File: config.mk
export PLATFORM = sky130hd
export DESIGN_NAME = output_frame_packer
export DESIGN_NICKNAME = d
export VERILOG_FILES = /design/src/rtl/output_frame_packer.sv
export SDC_FILE = /design/constraint.sdc
export NUM_CORES = 1
export LEC_CHECK = 0
export BUFFER_PORTS_ARGS = -buffer_cell sky130_fd_sc_hd__buf_2
export CORE_ASPECT_RATIO = 2
export CORE_MARGIN = 2
export CORE_UTILIZATION = 25
export CTS_BUF_LIST = sky130_fd_sc_hd__clkbuf_4 sky130_fd_sc_hd__clkbuf_8 sky130_fd_sc_hd__clkbuf_16
export DETAILED_ROUTE_END_ITERATION = 7
export PLACE_DENSITY = 0.42
export SYNTH_ARGS = -nofsm -noshare
export SYNTH_HDL_FRONTEND = slang
export SYNTH_SLANG_ARGS = --single-unit
File: constraint.sdc
create_clock -name CLK -period 4.2 [get_ports CLK]
set_clock_uncertainty 0.1 [all_clocks]
set_input_delay 0.84 -clock CLK [delete_from_list [all_inputs] [get_ports CLK]]
set_output_delay 0.84 -clock CLK [all_outputs]
set_load 0.05 [all_outputs]
File: src/rtl/output_frame_packer.sv
// output_frame_packer
// Packs narrow pixel samples LSB-first into a frame-wide fill buffer and hands
// completed frames to the downstream serializer on its frame boundary. A local
// copy of the serializer's bit counter tells us where that boundary falls, so
// this block must share CLK and RST_N with the serializer.

module output_frame_packer #(
    parameter int WIDTH_INPUT  = 128,
    parameter int SAMPLE_WIDTH = 8
) (
    input  logic                    CLK,
    input  logic                    RST_N,
    input  logic [SAMPLE_WIDTH-1:0] sample_in,
    input  logic                    sample_valid,
    output logic                    sample_ready,
    output logic [WIDTH_INPUT-1:0]  data_out,
    output logic                    frame_loaded,
    output logic                    underrun
);

    localparam int N     = WIDTH_INPUT / SAMPLE_WIDTH;
    localparam int CNT_W = (WIDTH_INPUT > 1) ? $clog2(WIDTH_INPUT) : 1;
    localparam int IDX_W = (N > 1) ? $clog2(N) : 1;

    localparam logic [CNT_W-1:0] CNT_LAST = CNT_W'(WIDTH_INPUT - 1);
    localparam logic [IDX_W-1:0] IDX_LAST = IDX_W'(N - 1);

    logic [CNT_W-1:0]       counter_q, counter_d;
    logic [IDX_W-1:0]       idx_q, idx_d;
    logic                   full_q, full_d;
    logic [WIDTH_INPUT-1:0] fill_q, fill_d;
    logic [WIDTH_INPUT-1:0] data_out_q, data_out_d;
    logic                   frame_loaded_q, frame_loaded_d;
    logic                   underrun_q, underrun_d;

    logic boundary;
    logic accept;

    // Ready is taken straight from the registers so the source sees it early
    // in the cycle; it is forced low while reset is held.
    assign sample_ready = RST_N && !full_q;
    assign accept       = sample_valid && sample_ready;
    assign boundary     = (counter_q == CNT_LAST);

    assign data_out     = data_out_q;
    assign frame_loaded = frame_loaded_q;
    assign underrun     = underrun_q;

    // Free-running mirror of the serializer's bit_select.
    always_comb begin
        counter_d = counter_q + CNT_W'(1);
        if (boundary) begin
            counter_d = '0;
        end
    end

    // Fill side: write the accepted sample at the current slot, advance the
    // slot, and mark the buffer full on the last slot. The boundary clears full
    // using its pre-edge value, so a frame completing on a boundary waits.
    always_comb begin
        fill_d = fill_q;
        idx_d  = idx_q;
        full_d = full_q;
        if (boundary && full_q) begin
            full_d = 1'b0;
        end
        if (accept) begin
            for (int i = 0; i < N; i++) begin
                if (idx_q == IDX_W'(i)) begin
                    fill_d[i*SAMPLE_WIDTH +: SAMPLE_WIDTH] = sample_in;
                end
            end
            if (idx_q == IDX_LAST) begin
                idx_d  = '0;
                full_d = 1'b1;
            end else begin
                idx_d = idx_q + IDX_W'(1);
            end
        end
    end

    // Output side: only the boundary edge may change data_out, either to the
    // completed frame or to zeros when nothing was ready in time.
    always_comb begin
        data_out_d     = data_out_q;
        frame_loaded_d = 1'b0;
        underrun_d     = 1'b0;
        if (boundary) begin
            if (full_q) begin
                data_out_d     = fill_q;
                frame_loaded_d = 1'b1;
            end else begin
                data_out_d = '0;
                underrun_d = 1'b1;
            end
        end
    end

    // Control and output registers; reset discards any partial frame.
    always_ff @(posedge CLK) begin
        if (!RST_N) begin
            counter_q      <= '0;
            idx_q          <= '0;
            full_q         <= 1'b0;
            data_out_q     <= '0;
            frame_loaded_q <= 1'b0;
            underrun_q     <= 1'b0;
        end else begin
            counter_q      <= counter_d;
            idx_q          <= idx_d;
            full_q         <= full_d;
            data_out_q     <= data_out_d;
            frame_loaded_q <= frame_loaded_d;
            underrun_q     <= underrun_d;
        end
    end

    // Fill storage needs no reset: slots are always written before full is set.
    always_ff @(posedge CLK) begin
        fill_q <= fill_d;
    end

endmodule

# ---- Yosys cells after proc, flatten, opt, wreduce, memory -nomap -nowiden
# Index checks and enable logic that the tools add are counted.
dict set report op_classes {
  add_sub_neg 2
  eq_ne 16
  mux 7
  n_bitwise 1
  n_reduce_logical 23
}
# cell n
set ops {}
lappend ops {{$mux W128} 1}
lappend ops {{$reduce_and A2 Y1} 17}
lappend ops {{$eq A4 B4 Y1 const B} 8}
lappend ops {{$eq A4 B3 Y1 const B} 4}
lappend ops {{$eq A4 B2 Y1 const B} 2}
lappend ops {{$add A7 B1 Y7 const B} 1}
lappend ops {{$eq A7 B7 Y1 const B} 1}
lappend ops {{$mux W1} 5}
lappend ops {{$add A4 B1 Y4 const B} 1}
lappend ops {{$eq A4 B1 Y1 const B} 1}
lappend ops {{$logic_not A4 Y1} 1}
lappend ops {{$mux W4} 1}
lappend ops {{$logic_and A1 B1 Y1} 3}
lappend ops {{$reduce_or A2 Y1} 1}
lappend ops {{$logic_not A1 Y1} 1}
lappend ops {{$not A1 Y1} 1}
dict set report word_totals {
  regBits 270
  input_bits 11
  out_inout_bits 131
}

# ---- Longest topological paths before layout
# Gate-level depths: netlist of run 1.
dict set report depth {
  depth_word 5
  mapped_depth 7
  depth_no_buf 4
}

# ---- Worst setup path after synthesis of run 1
# Ideal clock, no wire load.
dict set report synth_path {
  kind {input -> output}
  from {input port RST_N}
  to {output port sample_ready}
  t_arrival_ns 2.016
  required_time_ns 3.260
  setup_slack_ns 1.244
  cell_stages 4
  path_cell_list {buf_2 -> buf_2 -> clkinv_1 -> nor2_1}
}
dict set report synth_via {
  elab_chain_len 1
}
# item line_no
set synth_lines {}
lappend synth_lines {{start, declared} 12} ;# input logic RST_N,
lappend synth_lines {{$logic_and A1 B1 Y1} 41} ;# assign sample_ready = RST_N && !full_q;
lappend synth_lines {{end, declared} 15} ;# output logic sample_ready,
# No other way between the ends.

# ---- Worst setup path in the final report of run 1
# Same ends and word-level chain as after synthesis.

==> reports/metrics.csv, run 1 <==
stage,metric,value,unit
status,outcome,completed,
critical_path,Setup crit start,RST_N,
cells_and_area,final layout net count,920,
critical_path,CP Capture Type,output pin,
routing,Vias,6106,
logic_synthesis,"top cells by area, synth","edfxtp_1 (39%), dfxtp_1 (29%), mux2i_1 (13%)",
sta,final hold violation count,0,
critical_path,CP peak stage delay,0.36,ns
die,core footprint,0.0387,mm^2
sta,FMAX,0.341,GHz
sta,Tmin final,2.93,ns
job,Max-Cap Viols,0,
cells_and_area,Finished Core Util,30.6,%
logic_synthesis,YS warnings,0,
clock_tree,CTS Buf Count,27,
critical_path,critical path class,input port to output pin,
worst_hold_path,class of the worst hold path,flop to flop,
critical_path,worst-path fanout max,62,
critical_path,r2r startpoint,counter_q[0],
critical_path,R2R Path End,data_out[30],
power_and_ir_drop,overall power,5320,uW
die,Die Span X,144,um
clock_tree,worst skew pair latency,0.54,ns
grt,initial antenna violation count,1,
power_and_ir_drop,maximum vdd drop,0.000271,V
cells_and_area,"commonest non-fill, non-tap cells in the layout","nand2_1 (141), dfxtp_1 (141), buf_2 (140)",
clock_tree,clock root cell,clkbuf_16,
critical_path,cell family with most CP delay,buffers and inverters,
place,GPL Wtd Cong,0.683,
routing,antenna-violating nets left,0,
place,placed cells,1395,
clock_tree,Longest Clk Path Bufs,3,
grt,first-pass GRT wire length,39.3,mm
clock_tree,Setup Buffers After CTS,0,
logic_synthesis,share of the synthesized area in the top cell type,39.3,%
sta,Final Slew Violations,0,
critical_path,Worst setup SP type,input port,
logic_synthesis,mapped cell area,0.00979,mm^2
logic_synthesis,syn nets,801,
logic_synthesis,Synth Register Bits,270,
die,Starting Density,25.3,%
logic_synthesis,"Async S/R FF share, synth",0,%
cells_and_area,final non-filler cell total,1444,
grt,largest net degree at the start of global routing,136,
routing,routed len/inst,18.2,um
cells_and_area,Area Growth Syn to Fin,21.0,%
logic_synthesis,"EDFF count, synth",128,
routing,vias per cell,4.23,
power_and_ir_drop,Lkg Pwr,0.00508,uW
cells_and_area,proportion of layout cells with a drive suffix above 1,21.5,%
grt,grt ovf,0,
sta,TNS Setup,0,ns
place,Buffers on Ports,141,
die,die area,0.0409,mm^2
critical_path,Critical Path Stages,5,
routing,drt first pass iters,4,
critical_path,CP Buf/Inv Count,4,
die,row cnt,102,
grt,number of global-route vias before repair,6145,
critical_path,CP max-delay cell,clkbuf_8,
clock_tree,H-tree levels,1,
critical_path,Setup crit end,sample_ready,
sta,Least-Margin Pin Slew,1.08,ns
clock_tree,TritonCTS clock tree,yes,
clock_tree,post-cts sizing count,0,
critical_path,crit-path cells,clkbuf_8 > clkinv_1 > buf_4 > nor2_1 > buf_2,
logic_synthesis,"Top FF cell, synth",dfxtp_1,
logic_synthesis,Syn Inst Count,785,
routing,final WL,26.3,mm
clock_tree,clock slew at reported path FFs,0.06,ns
logic_synthesis,synth unique cells,31,
routing,Residual DRC,0,
die,IO Count,142,
cells_and_area,number of diodes,0,
die,Die H,284,um
routing,DR iter-0 viols,252,
sta,Rel. slew slack,27.8,%
place,hpwl dp,15.3,mm
critical_path,WP data required,3.26,ns
sta,period utilisation layout,69.8,%
sta,final setup fails,0,
power_and_ir_drop,power density cells,449,mW/mm^2
critical_path,CP arrival,1.99,ns
clock_tree,Clock Sink Count,270,
sta,RSZ-0062 raised after global routing,false,
critical_path,R2R setup slack,1.94,ns
logic_synthesis,sequential area share after synthesis,68.3,%
logic_synthesis,biggest area consumer among synthesized cells,edfxtp_1,
critical_path,Reg2Reg Depth,5,
clock_tree,cts hold-fix bufs,0,
logic_synthesis,"Avg Cell Area, Syn",12.5,um^2
grt,total track usage,12.7,%
==> cell usage after synthesis, types with 3 or more instances <==
library cell,count
and3_1,3
buf_2,13
buf_6,6
clkbuf_1,42
dfxtp_1,142
edfxtp_1,128
ha_1,5
mux2i_1,129
nand2_1,141
nand2b_1,3
nand3_1,126
nor2_1,17
nor3_1,6
xnor2_1,3
==> cells by family (layout without fill, tap and decap cells) <==
group,Yosys count,after routing,share of synthesized area (%)
buffers and inverters,64,203,3.08
flip-flops,270,270,68.3
multiplexers,129,129,13.2
AND/OR/NAND/NOR,304,304,13.8
adder cells (fa/ha/maj),5,5,0.639
XOR/XNOR,4,4,0.358
AO/OA/AOI/OAI,9,9,0.677
==> worst min path at each step <==
stage,startpoint,end,cells past startpoint
final,data_out[114],data_out[114],2
after global routing,data_out[47],data_out[47],2
after CTS,data_out[114],data_out[114],2
after detailed placement,data_out[58],data_out[58],2
after global placement,data_out[82],data_out[82],2
after floorplan,counter_q[0],counter_q[0],1
==> registers in the layout, summed over array words and instances, names as in the netlist <==
signal        flops
counter_q         7
data_out        128
fill_q          128
frame_loaded      1
full_q            1
idx_q             4
underrun          1
==> routing by layer <==
layer | GRT usage, % | vias to the layer above | part of all wire [%]
li1 | - | 2986 | -
met1 | 14.7 | 2965 | 40
met2 | 23.7 | 122 | 54
met3 | 1.86 | 31 | 4.2
met4 | 3.68 | 2 | 1.8
met5 | 0 | - | 0.027
==> power by group <==
group	internal, uW	switching (uW)	total (uW)
Clock	1390	1050	2440
Sequential	2760	5.66	2770
Combinational	14.7	92.5	107
Total	4170	1150	5320
==> worst min-delay path, delay by kind of cell, from the launching register on <==
kind | cells | cell delay (ns)
simple gates | 1 | 0.05
mux | 1 | 0.05
flops | 1 | 0.30
==> stage by stage <==
| stage | cell area (um^2) | hold WS [ns] | setup slack (ns) |
|---|---|---|---|
| global route | 11800 | 0.375 | 1.19 |
| floorplan | 9790 | 0.327 | 1.24 |
| CTS | 11800 | 0.360 | 1.23 |
| detailed placement | 11000 | 0.350 | 1.23 |
| finish | 11800 | 0.356 | 1.27 |
| global placement | 11000 | 0.344 | 1.18 |
==> final cells by class <==
cell class                      instances  area [um^2]
Clock inverter                         14          135
Timing Repair Buffer                  151          802
Clock buffer                           35          754
Tap cell                              520          651
Inverter                                3         11.3
Multi-Input combinational cell        451         2800
Sequential cell                       270         6690
Fill cell                            4018        26800
No activity file was read; power rests on OpenSTA's default activity.
==> run 2, diff against run 1 <==
--- a/config.mk
+++ b/config.mk
@@ -11,7 +11,7 @@
 export CORE_UTILIZATION = 25
 export CTS_BUF_LIST = sky130_fd_sc_hd__clkbuf_4 sky130_fd_sc_hd__clkbuf_8 sky130_fd_sc_hd__clkbuf_16
 export DETAILED_ROUTE_END_ITERATION = 7
-export PLACE_DENSITY = 0.42
+export PLACE_DENSITY = 0.44
 export SYNTH_ARGS = -nofsm -noshare
 export SYNTH_HDL_FRONTEND = slang
 export SYNTH_SLANG_ARGS = --single-unit
==> constraint.sdc (replaced) <==
create_clock -name CLK -period 2.5 [get_ports CLK]
set_clock_uncertainty 0.1 [all_clocks]
set_input_delay 0.5 -clock CLK [delete_from_list [all_inputs] [get_ports CLK]]
set_output_delay 0.5 -clock CLK [all_outputs]
set_load 0.05 [all_outputs]
==> run 2 against run 1 <==
Compared with the run above:
- clock power increased by 68%
- die area unchanged
- wire length increased by 0.90%
- non-clock buffer count is 16 higher
- setup slack worse by 0.96 ns
- sequential power grew 68%
- final cell count is 1.0% higher
- sequential share of layout area is 1.0 points lower
- clock-buffer cell count grew 4
- largest cell class unchanged
==> reports/metrics.csv, run 2 (synthesized netlist as in run 1, its figures left out) <==
stage,metric,value,unit,change
grt,total track usage,12.9,%,+0.14 points
grt,first-pass GRT wire length,39.6,mm,+0.95%
routing,Vias,6189,,+1.4%
clock_tree,Clock Sink Count,270,,unchanged
critical_path,r2r startpoint,counter_q[0],,
critical_path,CP peak stage delay,0.46,ns,+0.10 ns
worst_hold_path,Cells on Worst Hold Path,4,,+2
clock_tree,TritonCTS clock tree,yes,,
power_and_ir_drop,switching part of the total,20.7,%,-0.82 points
sta,Tmin final,2.19,ns,
routing,DR iter-0 viols,274,,+8.7%
clock_tree,post-cts sizing count,0,,unchanged
clock_tree,worst skew pair latency,0.53,ns,about the same
die,row cnt,102,,unchanged
die,Die H,284,um,unchanged
cells_and_area,Finished Core Util,31.2,%,+0.56 points
power_and_ir_drop,power density cells,741,mW/mm^2,+65%
sta,RSZ-0062 raised after global routing,false,,
routing,antenna-violating nets left,0,,unchanged
critical_path,CP Capture Type,output pin,,
cells_and_area,final layout net count,935,,+1.6%
status,outcome,completed,,
sta,Final Slew Violations,0,,unchanged
critical_path,WP data required,1.90,ns,-1.36 ns
sta,final hold violation count,0,,unchanged
grt,initial antenna violation count,1,,unchanged
cells_and_area,design area,0.0121,mm^2,+1.8%
critical_path,Reg2Reg Depth,6,,+1
place,Post-Place Cell Area,0.0112,mm^2,+1.9%
place,hpwl dp,16.1,mm,+5.1%
power_and_ir_drop,Clock Power Share,46.0,%,about the same
sta,Rel. slew slack,54.1,%,+26 points
routing,drt first pass iters,4,,unchanged
sta,TNS Setup,0,ns,unchanged
power_and_ir_drop,maximum vdd drop,0.000412,V,+52%
critical_path,CP max-delay cell,dfxtp_4,,
routing,Residual DRC,0,,unchanged
clock_tree,clock slew at reported path FFs,0.06,ns,about the same
critical_path,CP Buf/Inv Count,1,,-3
cells_and_area,Area Growth Syn to Fin,23.2,%,
cells_and_area,proportion of layout cells with a drive suffix above 1,22.9,%,+1.4 points
power_and_ir_drop,Lkg Pwr,0.00522,uW,+2.8%
clock_tree,clock root cell,clkbuf_16,,
job,Max-Cap Viols,0,,unchanged
sta,FMAX,0.457,GHz,
clock_tree,Longest Clk Path Bufs,3,,unchanged
power_and_ir_drop,overall power,8940,uW,+68%
critical_path,critical path class,flop to output pin,,
die,Die Span X,144,um,unchanged
routing,vias per cell,4.24,,+0.32%
die,Starting Density,25.3,%,unchanged
critical_path,cell family with most CP delay,flip-flops,,
clock_tree,Setup Buffers After CTS,0,,unchanged
grt,grt ovf,0,,unchanged
grt,number of global-route vias before repair,6410,,+4.3%
cells_and_area,"commonest non-fill, non-tap cells in the layout","nand2_1 (141), dfxtp_1 (141), buf_2 (140)",,
critical_path,crit-path cells,nor2_1 > buf_2,,
die,IO Count,142,,unchanged
worst_hold_path,min-delay src,sample_valid,,
place,Setup WS pre-CTS,0.560,ns,-0.671 ns
die,core footprint,0.0387,mm^2,unchanged
place,GPL Wtd Cong,0.685,,+0.37%
clock_tree,CTS Buf Count,26,,-3.7%
clock_tree,H-tree levels,1,,unchanged
worst_hold_path,Hold EP,idx_q[0],,
die,die area,0.0409,mm^2,unchanged
worst_hold_path,class of the worst hold path,input port to flop,,
place,Buffers on Ports,141,,unchanged
routing,final WL,26.5,mm,+0.90%
sta,final setup fails,0,,unchanged
grt,largest net degree at the start of global routing,144,,+5.9%
critical_path,R2R Path End,data_out[99],,
power_and_ir_drop,Int Pwr,7090,uW,+70%
critical_path,worst-path fanout max,27,,-56%
power_and_ir_drop,P_sw,1850,uW,+62%
critical_path,CP arrival,1.59,ns,-0.40 ns
power_and_ir_drop,Logic pwr share,2.0,%,about the same
critical_path,Worst setup SP type,flop,,
power_and_ir_drop,sequential power share,52.0,%,about the same
sta,period utilisation layout,87.5,%,
critical_path,R2R setup slack,0.59,ns,-1.35 ns
clock_tree,cts hold-fix bufs,0,,unchanged
cells_and_area,number of diodes,0,,unchanged
sta,PnR worst setup slack,0.312,ns,-0.955 ns
routing,routed len/inst,18.2,um,-0.14%
sta,Least-Margin Pin Slew,0.689,ns,-0.394 ns
run 2: cell count changes in the layout (fill, tap and decap cells not counted), sizes merged:
cell and change:
clkinvlp -3, inv +1, buf +16, clkbuf +4, clkinv -3
run 2: worst max-delay path by stage:
stage                       from      endpoint  slack [ns]  cells after the start
final                     full_q  sample_ready        0.31                      2
after detailed placement   RST_N     fill_q[6]        0.56                      5
after global routing      full_q  sample_ready        0.28                      2
after floorplan            RST_N  sample_ready        0.22                      4
after global placement     RST_N  sample_ready        0.50                      4
after CTS                 full_q  sample_ready        0.27                      2
run 2: layout make-up:
type | instances | area, um^2
inverters | 3 | 11.3
repair buffers | 167 | 1010
clock inverters | 9 | 103
well taps | 520 | 651
fillers | 3927 | 26600
flip-flops and latches | 270 | 6690
multi-input cells | 451 | 2800
clock buffers | 39 | 796
run 2: power by group through the flow:
stage	sequential, uW	combinational [uW]	clock [uW]
global route	4650	202	4430
floorplan	4750	82.6	0
finish	4650	182	4110
global placement	4750	193	0
detailed placement	4750	194	0
CTS	4650	194	4290
run 2: routing by layer:
layer	GRT usage (%)	wire, um	vias up
li1	-	-	3021
met1	13.9	10100	3020
met2	24.8	14800	113
met3	2.16	1130	33
met4	3.77	492	2
met5	0	13	-
run 2: per-stage QoR:
step	hold slack (ns)	instances
after floorplan	0.327	785
after global placement	0.335	1411
after detailed placement	0.348	1411
after CTS	0.264	1459
after global routing	0.297	1459
final	0.308	1459
run 2: worst reg2reg max path, delay by kind of cell, from the launching register on:
family	cells	cell delay (ns)
fa+ha+maj	1	0.21
buf+inv	2	0.48
flops	1	0.35
simple gates	2	0.52
mux	1	0.14
==> run 3, diff against run 2 <==
--- a/config.mk
+++ b/config.mk
@@ -12,6 +12,7 @@
 export CTS_BUF_LIST = sky130_fd_sc_hd__clkbuf_4 sky130_fd_sc_hd__clkbuf_8 sky130_fd_sc_hd__clkbuf_16
 export DETAILED_ROUTE_END_ITERATION = 7
 export PLACE_DENSITY = 0.44
+export REMOVE_ABC_BUFFERS = 1
 export SYNTH_ARGS = -nofsm -noshare
 export SYNTH_HDL_FRONTEND = slang
 export SYNTH_SLANG_ARGS = --single-unit
==> run 3 against run 2 <==
Compared with the run above:
- global-route usage decreased by 0.078 points
- clock power increased by 1%
- sequential share of layout area increased by 0.092 points
- fmax increased by 10%
- combinational power about the same
- sequential power about the same
- worst hold slack got worse by 0.13 ns
- final cell count about the same
- non-clock buffer count increased by 1
- largest power group unchanged
==> reports/metrics.csv, run 3 (synthesized netlist as in run 1, its figures left out) <==
stage,metric,value,unit,change
clock_tree,Clock Sink Count,270,,unchanged
clock_tree,Setup Buffers After CTS,0,,unchanged
grt,largest net degree at the start of global routing,147,,+2.1%
sta,final setup fails,0,,unchanged
critical_path,CP arrival,1.38,ns,-0.21 ns
place,Buffers on Ports,141,,unchanged
critical_path,crit-path cells,nor2_1 > buf_2,,
routing,Residual DRC,0,,unchanged
routing,DR iter-0 viols,285,,+4.0%
cells_and_area,final layout net count,936,,+0.11%
sta,Tmin final,1.98,ns,-0.208 ns
job,Max-Cap Viols,0,,unchanged
clock_tree,cts hold-fix bufs,0,,unchanged
critical_path,worst-path fanout max,9,,-67%
clock_tree,post-cts sizing count,0,,unchanged
die,Starting Density,25.3,%,unchanged
routing,drt first pass iters,4,,unchanged
power_and_ir_drop,power density cells,746,mW/mm^2,+0.68%
critical_path,CP peak stage delay,0.37,ns,-0.09 ns
clock_tree,clock slew at reported path FFs,0.06,ns,about the same
clock_tree,H-tree levels,1,,unchanged
cells_and_area,Filler cells,3953,,+0.66%
routing,Vias,6194,,+0.081%
place,placed cells,1412,,+0.071%
status,outcome,completed,,
cells_and_area,Area Growth Syn to Fin,23.0,%,
die,Die Span X,144,um,unchanged
power_and_ir_drop,maximum vdd drop,0.000416,V,+1.1%
cells_and_area,"commonest non-fill, non-tap cells in the layout","nand2_1 (141), dfxtp_1 (141), buf_2 (140)",,
grt,grt ovf,0,,unchanged
cells_and_area,Multi-input gate area,0.00281,mm^2,+0.18%
routing,vias per cell,4.24,,about the same
grt,initial antenna violation count,0,,-1
die,die area,0.0409,mm^2,unchanged
cells_and_area,final non-filler cell total,1460,,+0.069%
critical_path,critical path class,flop to output pin,,
critical_path,CP max-delay cell,dfxtp_4,,
clock_tree,TritonCTS clock tree,yes,,
cells_and_area,Finished Core Util,31.1,%,-0.052 points
sta,Final Slew Violations,0,,unchanged
die,core footprint,0.0387,mm^2,unchanged
cells_and_area,proportion of layout cells with a drive suffix above 1,22.9,%,-0.024 points
critical_path,cell family with most CP delay,flip-flops,,
clock_tree,Longest Clk Path Bufs,3,,unchanged
clock_tree,CTS Buf Count,26,,unchanged
routing,routed len/inst,17.9,um,-1.4%
critical_path,CP Buf/Inv Count,1,,unchanged
place,hpwl dp,15.9,mm,-1.2%
critical_path,CP Capture Type,output pin,,
sta,RSZ-0062 raised after global routing,false,,
cells_and_area,number of diodes,0,,unchanged
sta,Rel. slew slack,54.9,%,+0.84 points
sta,final hold violation count,0,,unchanged
routing,final WL,26.2,mm,-1.3%
critical_path,WP data required,1.90,ns,about the same
clock_tree,worst skew pair latency,0.54,ns,about the same
grt,number of global-route vias before repair,6285,,-2.0%
die,IO Count,142,,unchanged
grt,first-pass GRT wire length,39.4,mm,-0.45%
die,Die H,284,um,unchanged
power_and_ir_drop,Lkg Pwr,0.00521,uW,-0.15%
critical_path,Worst setup SP type,flop,,
place,GPL Wtd Cong,0.716,,+4.5%
sta,Least-Margin Pin Slew,0.676,ns,-0.0127 ns
sta,period utilisation layout,79.2,%,-8.3 points
cells_and_area,Storage cell area,0.00669,mm^2,unchanged
routing,antenna-violating nets left,0,,unchanged
clock_tree,clock root cell,clkbuf_16,,
sta,FMAX,0.505,GHz,+10%
worst_hold_path,class of the worst hold path,input port to flop,,
die,row cnt,102,,unchanged
grt,total track usage,12.8,%,-0.078 points
==> run 3: routing by layer <==
layer	GRT usage [%]	vias to the layer above	wire length [um]
li1	-	3023	-
met1	14.2	3035	9980
met2	24.6	104	14800
met3	1.52	32	837
met4	4.14	0	535
met5	0	-	0
==> run 3: worst reg2reg max path, delay by kind of cell, from the launching register on <==
| kind | cells | cell delay, ns |
|---|---|---|
| flops | 1 | 0.32 |
| simple gates | 2 | 0.34 |
| buf+inv | 2 | 0.60 |
| fa+ha+maj | 1 | 0.23 |
| mux | 1 | 0.24 |
==> run 3: final timing paths <==
check	cells past startpoint	start	endpoint	slack, ns
min reg2reg	2	data_out[15]	data_out[15]	0.35
min	2	RST_N	counter_q[5]	0.18
max reg2reg	6	counter_q[0]	data_out[59]	0.61
max	2	full_q	sample_ready	0.52
==> run 3: through the flow <==
stage               worst slack, ns  total power [uW]  hold WS [ns]  cell area (um^2)  TNS [ns]
floorplan                     -5.66              4770         0.328              9500   -748.92
detailed placement            0.536              4940         0.347             11100         0
global placement              0.531              4940         0.335             11100         0
CTS                           0.454              9150         0.141             12000         0
finish                        0.519              8990         0.176             12000         0
global route                  0.438              9320         0.155             12000         0
==> run 3: cell type report <==
cell class                 count  area share [%]
sequential                   270            55.6
multi-input combinational    451            23.3
timing repair buffer         168            8.14
clock buffer                  39            6.51
tap                          520            5.40
clock inverter                 9           0.987
inverter                       3          0.0935
==> run 3: where the power goes <==
group          total (uW)  leakage, uW  internal (uW)  switching [uW]
sequential           4650      0.00230           4640            8.85
clock                4160     0.000451           2480            1680
combinational         183      0.00246           28.6             155
total                8990      0.00521           7150            1840
